==> config.mk <==
export PLATFORM = sky130hd
export DESIGN_NAME = memory_bus
export DESIGN_NICKNAME = d
export VERILOG_FILES = /design/src/rtl/memory_bus_pkg.sv /design/src/rtl/memory_bus_clock_timer.sv /design/src/rtl/memory_bus.sv
export SDC_FILE = /design/constraint.sdc
export NUM_CORES = 2
export LEC_CHECK = 0
export ABC_AREA = 1
export BUFFER_PORTS_ARGS = -buffer_cell sky130_fd_sc_hd__clkbuf_2
export CORE_MARGIN = 8
export CORE_UTILIZATION = 40
export DETAILED_ROUTE_END_ITERATION = 10
export SLEW_MARGIN = 25
export SYNTH_ARGS = -nofsm -noshare
export SYNTH_HDL_FRONTEND = slang
export SYNTH_HIERARCHICAL = 1
export SYNTH_SLANG_ARGS = --single-unit
==> constraint.sdc <==
create_clock -name clk -period 3.15 [get_ports clk]
set_clock_uncertainty 0.05 [all_clocks]
set_input_delay 0.1575 -clock clk [delete_from_list [all_inputs] [get_ports clk]]
set_output_delay 0.1575 -clock clk [all_outputs]
set_load 0.005 [all_outputs]
==> src/rtl/memory_bus_pkg.sv <==
`default_nettype none
// ============================================================================
//  Package     : types
//  Description : Address map, region decode and bit positions for memory_bus.
//  Revision    : 1.0 - initial release
// ============================================================================
package types;

    localparam logic [11:0] RAM_END       = 12'h27F;
    localparam logic [11:0] VRAM0_BASE    = 12'hE00;
    localparam logic [11:0] VRAM1_BASE    = 12'hE80;
    localparam logic [11:0] VRAM_BANK_LEN = 12'd80;
    localparam logic [11:0] IO_FACTOR     = 12'hF00;
    localparam logic [11:0] IO_MASK       = 12'hF10;
    localparam logic [11:0] IO_TM_LO      = 12'hF20;
    localparam logic [11:0] IO_TM_HI      = 12'hF21;
    localparam logic [11:0] IO_CTRL       = 12'hF76;

    localparam int IT1_BIT   = 3;
    localparam int IT2_BIT   = 2;
    localparam int IT8_BIT   = 1;
    localparam int IT32_BIT  = 0;
    localparam int TMRST_BIT = 1;

    typedef enum logic [1:0] {
        REGION_RAM,
        REGION_VRAM,
        REGION_IO,
        REGION_NONE
    } mem_region;

    function automatic mem_region decode_region(input logic [11:0] addr);
        if (addr <= RAM_END)
            return REGION_RAM;
        if ((addr >= VRAM0_BASE && addr < VRAM0_BASE + VRAM_BANK_LEN) ||
            (addr >= VRAM1_BASE && addr < VRAM1_BASE + VRAM_BANK_LEN))
            return REGION_VRAM;
        if (addr[11:8] == 4'hF)
            return REGION_IO;
        return REGION_NONE;
    endfunction

    // The two 80-nibble display banks are packed back to back: 0..79, 80..159.
    function automatic logic [7:0] vram_index(input logic [7:0] addr_lo);
        return addr_lo[7] ? (8'd80 + {1'b0, addr_lo[6:0]}) : {1'b0, addr_lo[6:0]};
    endfunction

endpackage
`default_nettype wire

==> src/rtl/memory_bus_clock_timer.sv <==
`default_nettype none
// ============================================================================
//  Module      : clock_timer
//  Description : 256 Hz clock timer: divider, 8-bit TM counter, IT factor flags.
//  Revision    : 1.0 - initial release
// ============================================================================
module clock_timer
    import types::*;
#(
    parameter int CLK_DIV = 128
) (
    input  logic       clk,
    input  logic       reset,
    input  logic       clear_factor,
    input  logic       tm_reset,
    output logic [7:0] tm,
    output logic [3:0] factor,
    output logic       tick
);

    localparam int DIV_W = (CLK_DIV > 1) ? $clog2(CLK_DIV) : 1;

    logic [DIV_W-1:0] r_div;
    logic [7:0]       w_tm_next;
    logic [3:0]       w_set;

    assign tick      = (r_div == DIV_W'(CLK_DIV - 1));
    assign w_tm_next = tm + 8'd1;

    // A timer reset on the tick cycle suppresses both the increment and the flags.
    always_comb begin
        w_set = 4'h0;
        if (tick && !tm_reset) begin
            w_set[IT32_BIT] = (w_tm_next[2:0] == 3'd0);
            w_set[IT8_BIT]  = (w_tm_next[4:0] == 5'd0);
            w_set[IT2_BIT]  = (w_tm_next[6:0] == 7'd0);
            w_set[IT1_BIT]  = (w_tm_next      == 8'd0);
        end
    end

    always_ff @(posedge clk or posedge reset) begin
        if (reset) begin
            r_div  <= '0;
            tm     <= 8'd0;
            factor <= 4'h0;
        end else begin
            if (tm_reset) begin
                r_div <= '0;
                tm    <= 8'd0;
            end else begin
                r_div <= tick ? '0 : r_div + 1'b1;
                if (tick)
                    tm <= w_tm_next;
            end
            // New flags win over a same-cycle read-clear.
            factor <= (clear_factor ? 4'h0 : factor) | w_set;
        end
    end

endmodule
`default_nettype wire

==> src/rtl/memory_bus.sv <==
`default_nettype none
// ============================================================================
//  Module      : memory_bus
//  Description : CPU data-memory decode: work RAM, display RAM and timer I/O.
//  Revision    : 1.0 - initial release
// ============================================================================
module memory_bus
    import types::*;
#(
    parameter int CLK_DIV = 128
) (
    input  logic        clk,
    input  logic        reset,
    input  logic        memory_write_en,
    input  logic        memory_read_en,
    input  logic [11:0] memory_addr,
    input  logic [3:0]  memory_write_data,
    output logic [3:0]  memory_read_data,
    input  logic [7:0]  video_addr,
    output logic [3:0]  video_data,
    output logic        interrupt_req
);

    logic [3:0] r_work_ram [0:639];
    logic [3:0] r_vram     [0:159];
    logic [3:0] r_mask;

    mem_region  w_region;
    logic [7:0] w_vram_idx;
    logic [9:0] w_ram_idx;
    logic       w_clear_factor;
    logic       w_tm_reset;
    logic [7:0] w_tm;
    logic [3:0] w_factor;
    logic       w_unused_tick;
    logic [3:0] w_read_next;
    logic [3:0] w_video_next;

    assign w_region       = decode_region(memory_addr);
    assign w_vram_idx     = vram_index(memory_addr[7:0]);
    assign w_ram_idx      = memory_addr[9:0];
    assign w_clear_factor = memory_read_en && (memory_addr == IO_FACTOR);
    assign w_tm_reset     = memory_write_en && (memory_addr == IO_CTRL) &&
                            memory_write_data[TMRST_BIT];

    clock_timer #(
        .CLK_DIV (CLK_DIV)
    ) u_clock_timer (
        .clk          (clk),
        .reset        (reset),
        .clear_factor (w_clear_factor),
        .tm_reset     (w_tm_reset),
        .tm           (w_tm),
        .factor       (w_factor),
        .tick         (w_unused_tick)
    );

    // RAM contents survive reset; only the write strobe is blocked.
    always_ff @(posedge clk) begin
        if (!reset && memory_write_en) begin
            if (w_region == REGION_RAM)
                r_work_ram[w_ram_idx] <= memory_write_data;
            if (w_region == REGION_VRAM)
                r_vram[w_vram_idx] <= memory_write_data;
        end
    end

    always_comb begin
        w_read_next = 4'h0;
        case (w_region)
            REGION_RAM:  w_read_next = r_work_ram[w_ram_idx];
            REGION_VRAM: w_read_next = r_vram[w_vram_idx];
            REGION_IO: begin
                case (memory_addr)
                    IO_FACTOR: w_read_next = w_factor;
                    IO_MASK:   w_read_next = r_mask;
                    IO_TM_LO:  w_read_next = w_tm[3:0];
                    IO_TM_HI:  w_read_next = w_tm[7:4];
                    default:   w_read_next = 4'h0;
                endcase
            end
            default:     w_read_next = 4'h0;
        endcase
    end

    assign w_video_next = (video_addr < 8'd160) ? r_vram[video_addr] : 4'h0;

    always_ff @(posedge clk or posedge reset) begin
        if (reset) begin
            memory_read_data <= 4'h0;
            video_data       <= 4'h0;
            interrupt_req    <= 1'b0;
            r_mask           <= 4'h0;
        end else begin
            memory_read_data <= w_read_next;
            video_data       <= w_video_next;
            interrupt_req    <= |(w_factor & r_mask);
            if (memory_write_en && (memory_addr == IO_MASK))
                r_mask <= memory_write_data;
        end
    end

endmodule
`default_nettype wire

# Word level (Yosys, flattened, before mapping)
# Memories as Yosys holds them, arrays and structs flattened.
# Cells that the tools add are included.
# word_totals
out_inout_bits	9
latch_bits	0
romBits	0
in_bits	28
ramBits	3200
n_memories	2
elab_cells	75
reg_bits	32
# memory_table
memory	depth	word_bits	rd	rd_clocked_by_memory_dff	write_ports	line_no	rtl
r_work_ram	640	4	1	0	1	memory_bus.sv:24	logic [3:0] r_work_ram [0:639];
r_vram	160	4	2	0	1	memory_bus.sv:25	logic [3:0] r_vram [0:159];
# op_classes
n_eq_ne	9
reduce_logical	18
shift	0
muxes	28
n_mul	0
addsub	3
magnitude_cmp	6
n_div	0
n_bitwise	2
# op_table
op	n
$eq 12x12->1 const B	5
$ge 12x12->1 const B	2
$lt 12x12->1 const B	2
$mux 8	3
$pmux 4 s4	1
$mux 7	2
$le 12x10->1 const B	1
$mux 1	12
$mux 2	6
$mux 4	3
$pmux 4 s3	1
$add 7x7->8 const A	1
$add 8x1->8 const B	1
$logic_and 1x1->1	8
$logic_not 8->1	1
$lt 8x8->1 const B	1
$add 7x1->7 const B	1
$eq 7x7->1 const B	1
$logic_not 7->1	1
$logic_not 5->1	1
$and 4x4->4	1
$eq 4x4->1 const B	1
$or 4x4->4	1
$reduce_or 4->1	1
7 further kinds	8

# Depth between registers and ports, before layout
# depth
ltp_word	14
depth_mapped	20
depth_no_buf	17

# Cells and area by module
# Netlist, hierarchy kept.
# by_module_without_submodules
module	cells_per_inst	area_per_inst_um2	n_inst	seq_area_each_um2
memory_bus	12440	135088.3	1	96417.5
clock_timer	118	978.4	1	475.5

# Least setup slack after synthesis
# OpenSTA, ideal clock, no wires.
# synth_timing
path_type	input port to flip-flop
start	in memory_addr[4]
end	mem r_vram[151][0] (enable)
setup_time_ps	330
t_arrival_ps	2563
path_slack_ps	207
n_path_buf	4
path_stages	11
t_required_ps	2770
path_cell_list	clkinv_1 > clkbuf_1 > clkbuf_1 > buf_2 > ha_1 > nand2_1 > o21ai_1 > nor2_1 > nand3_1 > clkbuf_1 > nor2_1
# synth_between
elab_chain_cells	12
elab_cells_between_ends	22
classes_between	add/sub: 1; order compare: 5; eq/ne: 1; mux: 12; reduce/logical: 3
# synth_rtl
element	line_no	rtl
start: declaration	memory_bus.sv:16	input logic [11:0] memory_addr,
$ge 12x12->1, or another cell as far along	memory_bus_pkg.sv:35	if ((addr >= VRAM0_BASE && addr < VRAM0_BASE + VRAM_BANK_LEN) ||
$logic_and 1x1->1 (on tied branches)	memory_bus_pkg.sv:35, memory_bus_pkg.sv:36	
$logic_or 1x1->1	memory_bus_pkg.sv:35	
$mux 2	memory_bus_pkg.sv:35	
$mux 2	memory_bus_pkg.sv:38	if (addr[11:8] == 4'hF)
$mux 2	memory_bus_pkg.sv:40	return REGION_NONE;
$mux 2	memory_bus_pkg.sv:38	
$mux 2	memory_bus_pkg.sv:35	
$eq 2x1->1	memory_bus.sv:63	if (w_region == REGION_VRAM)
$mux 1	memory_bus.sv:63	
$mux 1	memory_bus.sv:60	if (!reset && memory_write_en) begin
$mux 1 (not written as such)	memory_bus.sv:64	r_vram[w_vram_idx] <= memory_write_data;
end: declaration	memory_bus.sv:25	
# Parallel ways exist; a longest one is shown, timed or not. The select of a mux whose other input is x is not followed.

# Worst setup path in the final report
# layout_timing
start	mem r_work_ram[243][0]
end	reg memory_read_data[0]
# layout_between
elab_chain_cells	2
# layout_rtl
element	line_no	rtl
start: declaration	memory_bus.sv:24	
$mem_v2 640x4	-	
$pmux 4 s3	memory_bus.sv:70	case (w_region)
net w_read_next[0]	memory_bus.sv:36	logic [3:0] w_read_next;
end signal: assignment	memory_bus.sv:95	memory_read_data <= w_read_next;
end: declaration	memory_bus.sv:18	output logic [3:0] memory_read_data,
# The timed path passes the listed nets, and every way through them passes these cells.
# A chain may end at the register's enable or synchronous reset.

==> flow_summary.ini <==
[cells_and_area]
multi_input_comb_area_mm2 = 0.03563
count_of_non_filler_cells_in_the_finished_layout = 18270
post_route_cells_drive_above_1_share = 0.1366
ff_latch_area_mm2 = 0.09689
design.final.nets = 13480
area_added_between_synthesis_and_finish_pct = 19.05
filler_cell_count = 30430
commonest_cells_after_routing_fill_and_taps_aside = sky130_fd_sc_hd__nand2_1 (4915), sky130_fd_sc_hd__edfxtp_1 (3200), sky130_fd_sc_hd__nor2_1 (1496), sky130_fd_sc_hd__buf_4 (1096), sky130_fd_sc_hd__o21ai_0 (516)
most_frequent_standard_cell_in_the_layout_excluding_fill_and_tap_cells = sky130_fd_sc_hd__nand2_1

[worst_hold_path]
min-delay-path-class = input pin to flop

[setup_path]
critPathArrivalTime_ns = 3.80
path_max_fanout = 1
critPathKind = flop to flop
critPathBufInv = 2
critPathLaunchType = flop
timing.critical_path.mode_cell = sky130_fd_sc_hd__nand2_1
critical_path.top_delay_family = simple AND/OR/NAND/NOR gates
crit_path_end_kind = flop
cp_data_required_time_ns = 3.92
slowest_delay_ns = 0.50
timing.critical_path.slowest_stage_cell = sky130_fd_sc_hd__o21bai_1
path_cells = a22oi_1, nand2_1, nand2_1, nand2_1, nor2_1, buf_4, nor2_1, nor2_1, nand2_1, nand2_1, nand2_1, o21bai_1, buf_4, nand2_1

[grt]
grt_start_max_net_pins = 148
grt_first_pass_wirelength_um = 648800
initial_antenna_violation_count = 22
vias_in_the_first_global_route = 95580
grt.overflow.total = 0
global_route.usage.total = 0.2413

[sta]
timing.fmax_mhz = 329.7
report.final.slew_viol_count = 0
timing.setup.tns_ns = 0
fin_crit_sh = 0.9628
period_minus_slack_ns = 3.033
slew-limit-headroom = 0.3837
hold_viol = 0
setup_violations = 0
grt_setup_unrepaired = no
post-route-worst-setup-slack_ns = 0.1171
worstMarginPinSlew_ns = 0.9245

[floorplanning]
design.portCount = 37
design.core.area_mm2 = 0.3392
initial_util = 0.4011
die_w_um = 599.2
placement_rows = 214
vertical_die_dimension_um = 599.2
design.die.area_mm2 = 0.3591

[detailed_routing]
post-route-drc-count = 0
drt_pre_antenna_iters = 7
route.detailed.wl_per_inst_um = 24.52
drtAntennaViolNets = 0
vias = 100100
vias_per_cell = 5.480
detail_route.iter0.violations = 12770
detail_route.wirelength_um = 448000

[pwr]
leakagePower_uw = 0.06020
power_per_cell_area_mw_per_mm2 = 574.9
ir_worst_vdd_mv = 0.4794

[clock_tree]
cts_setup_buffers = 0
hold_buf_count_cts = 13
number_of_buffers_on_the_longest_clock_path = 4
clock_tree.root_cell = sky130_fd_sc_hd__clkbuf_16
clkSlewWorstSetupHoldPaths_ns = 0.06
cts_sinks = 3232
postCtsResizedCells = 0
insertion_delay_of_the_later_clocked_pin_in_the_worst_skew_pair_ns = 0.94
cts_made_buffers = 338
htreeDepth = 5
tritoncts = done

[yosys]
synthesis.area_per_instance_um2 = 10.84
syn_nets = 12590
post_synth_inst_count = 12560
syn-cell-area_mm2 = 0.1361
ys_warn_count = 6

[placed_design]
place_ws_ns = -0.2362
io_buffers = 36
detailed_place_hpwl_um = 280200
place_congestion = 0.9558
dp_cells = 17630

[run_status]
run_status = completed

[job]
drv_cap = 0
==> flip-flops by register name, summed over array words and instances, names as in the netlist <==
name and flops:
r_work_ram 2560, r_vram 640, u_clock_timer/tm 8, u_clock_timer/r_div 7, memory_read_data 4, r_mask 4, u_clock_timer/factor 4, video_data 4
interrupt_req 1
==> layer usage <==
metal,part of all wire,track usage,vias up
met1,0.40,0.3288,48510
met2,0.45,0.3776,5488
met4,0.048,0.1040,6
met5,0.00011,0,-
li1,-,-,45070
met3,0.10,0.04778,1025
==> cell type report <==
class,count,share of cell area
clock buffer,410,0.05467
timing repair buffer,1345,0.07814
sequential,3232,0.5982
inverter,102,0.002673
tap,4536,0.03504
antenna,11,0.0001699
multi-input combinational,8423,0.2200
clock inverter,209,0.01120
==> worst paths after layout <==
kind                       slack, ns                endpoint              startpoint  cells past startpoint
max reg2reg                     0.12     memory_read_data[0]      r_work_ram[243][0]                     14
min reg2reg                     0.40  u_clock_timer/r_div[0]  u_clock_timer/r_div[0]                      1
max in group asynchronous       1.98  u_clock_timer/r_div[3]                   reset                      4
min                             0.09               r_mask[2]          memory_addr[5]                      5
min in group asynchronous       0.57     memory_read_data[1]                   reset                      4
max                             0.12     memory_read_data[0]      r_work_ram[243][0]                     14
==> report_power, final <==
part	switching (uW)	internal [uW]
Clock	17100	22000
Sequential	57.9	47300
Combinational	4860	1800
==> stage by stage <==
stage	instance area, um^2	hold slack, ns	power, uW	util
floorplan	136100	-0.01554	51230	-
global placement	151200	0.3422	54750	0.4456
detailed placement	151200	0.3584	54780	0.4456
CTS	162000	0.004761	93400	0.4774
global route	162000	0.09154	95520	0.4774
finish	162000	0.09043	93130	0.4775
==> worst register-to-register path: cells and delay by family (launching register included) <==
kind / cells / cell delay [ns]
and+or+nand+nor: 10 / 1.33
AOI/OAI and AO/OA: 2 / 0.75
DFF: 1 / 0.38
buffers and inverters: 2 / 0.42
(Power assumes the default switching activity.)
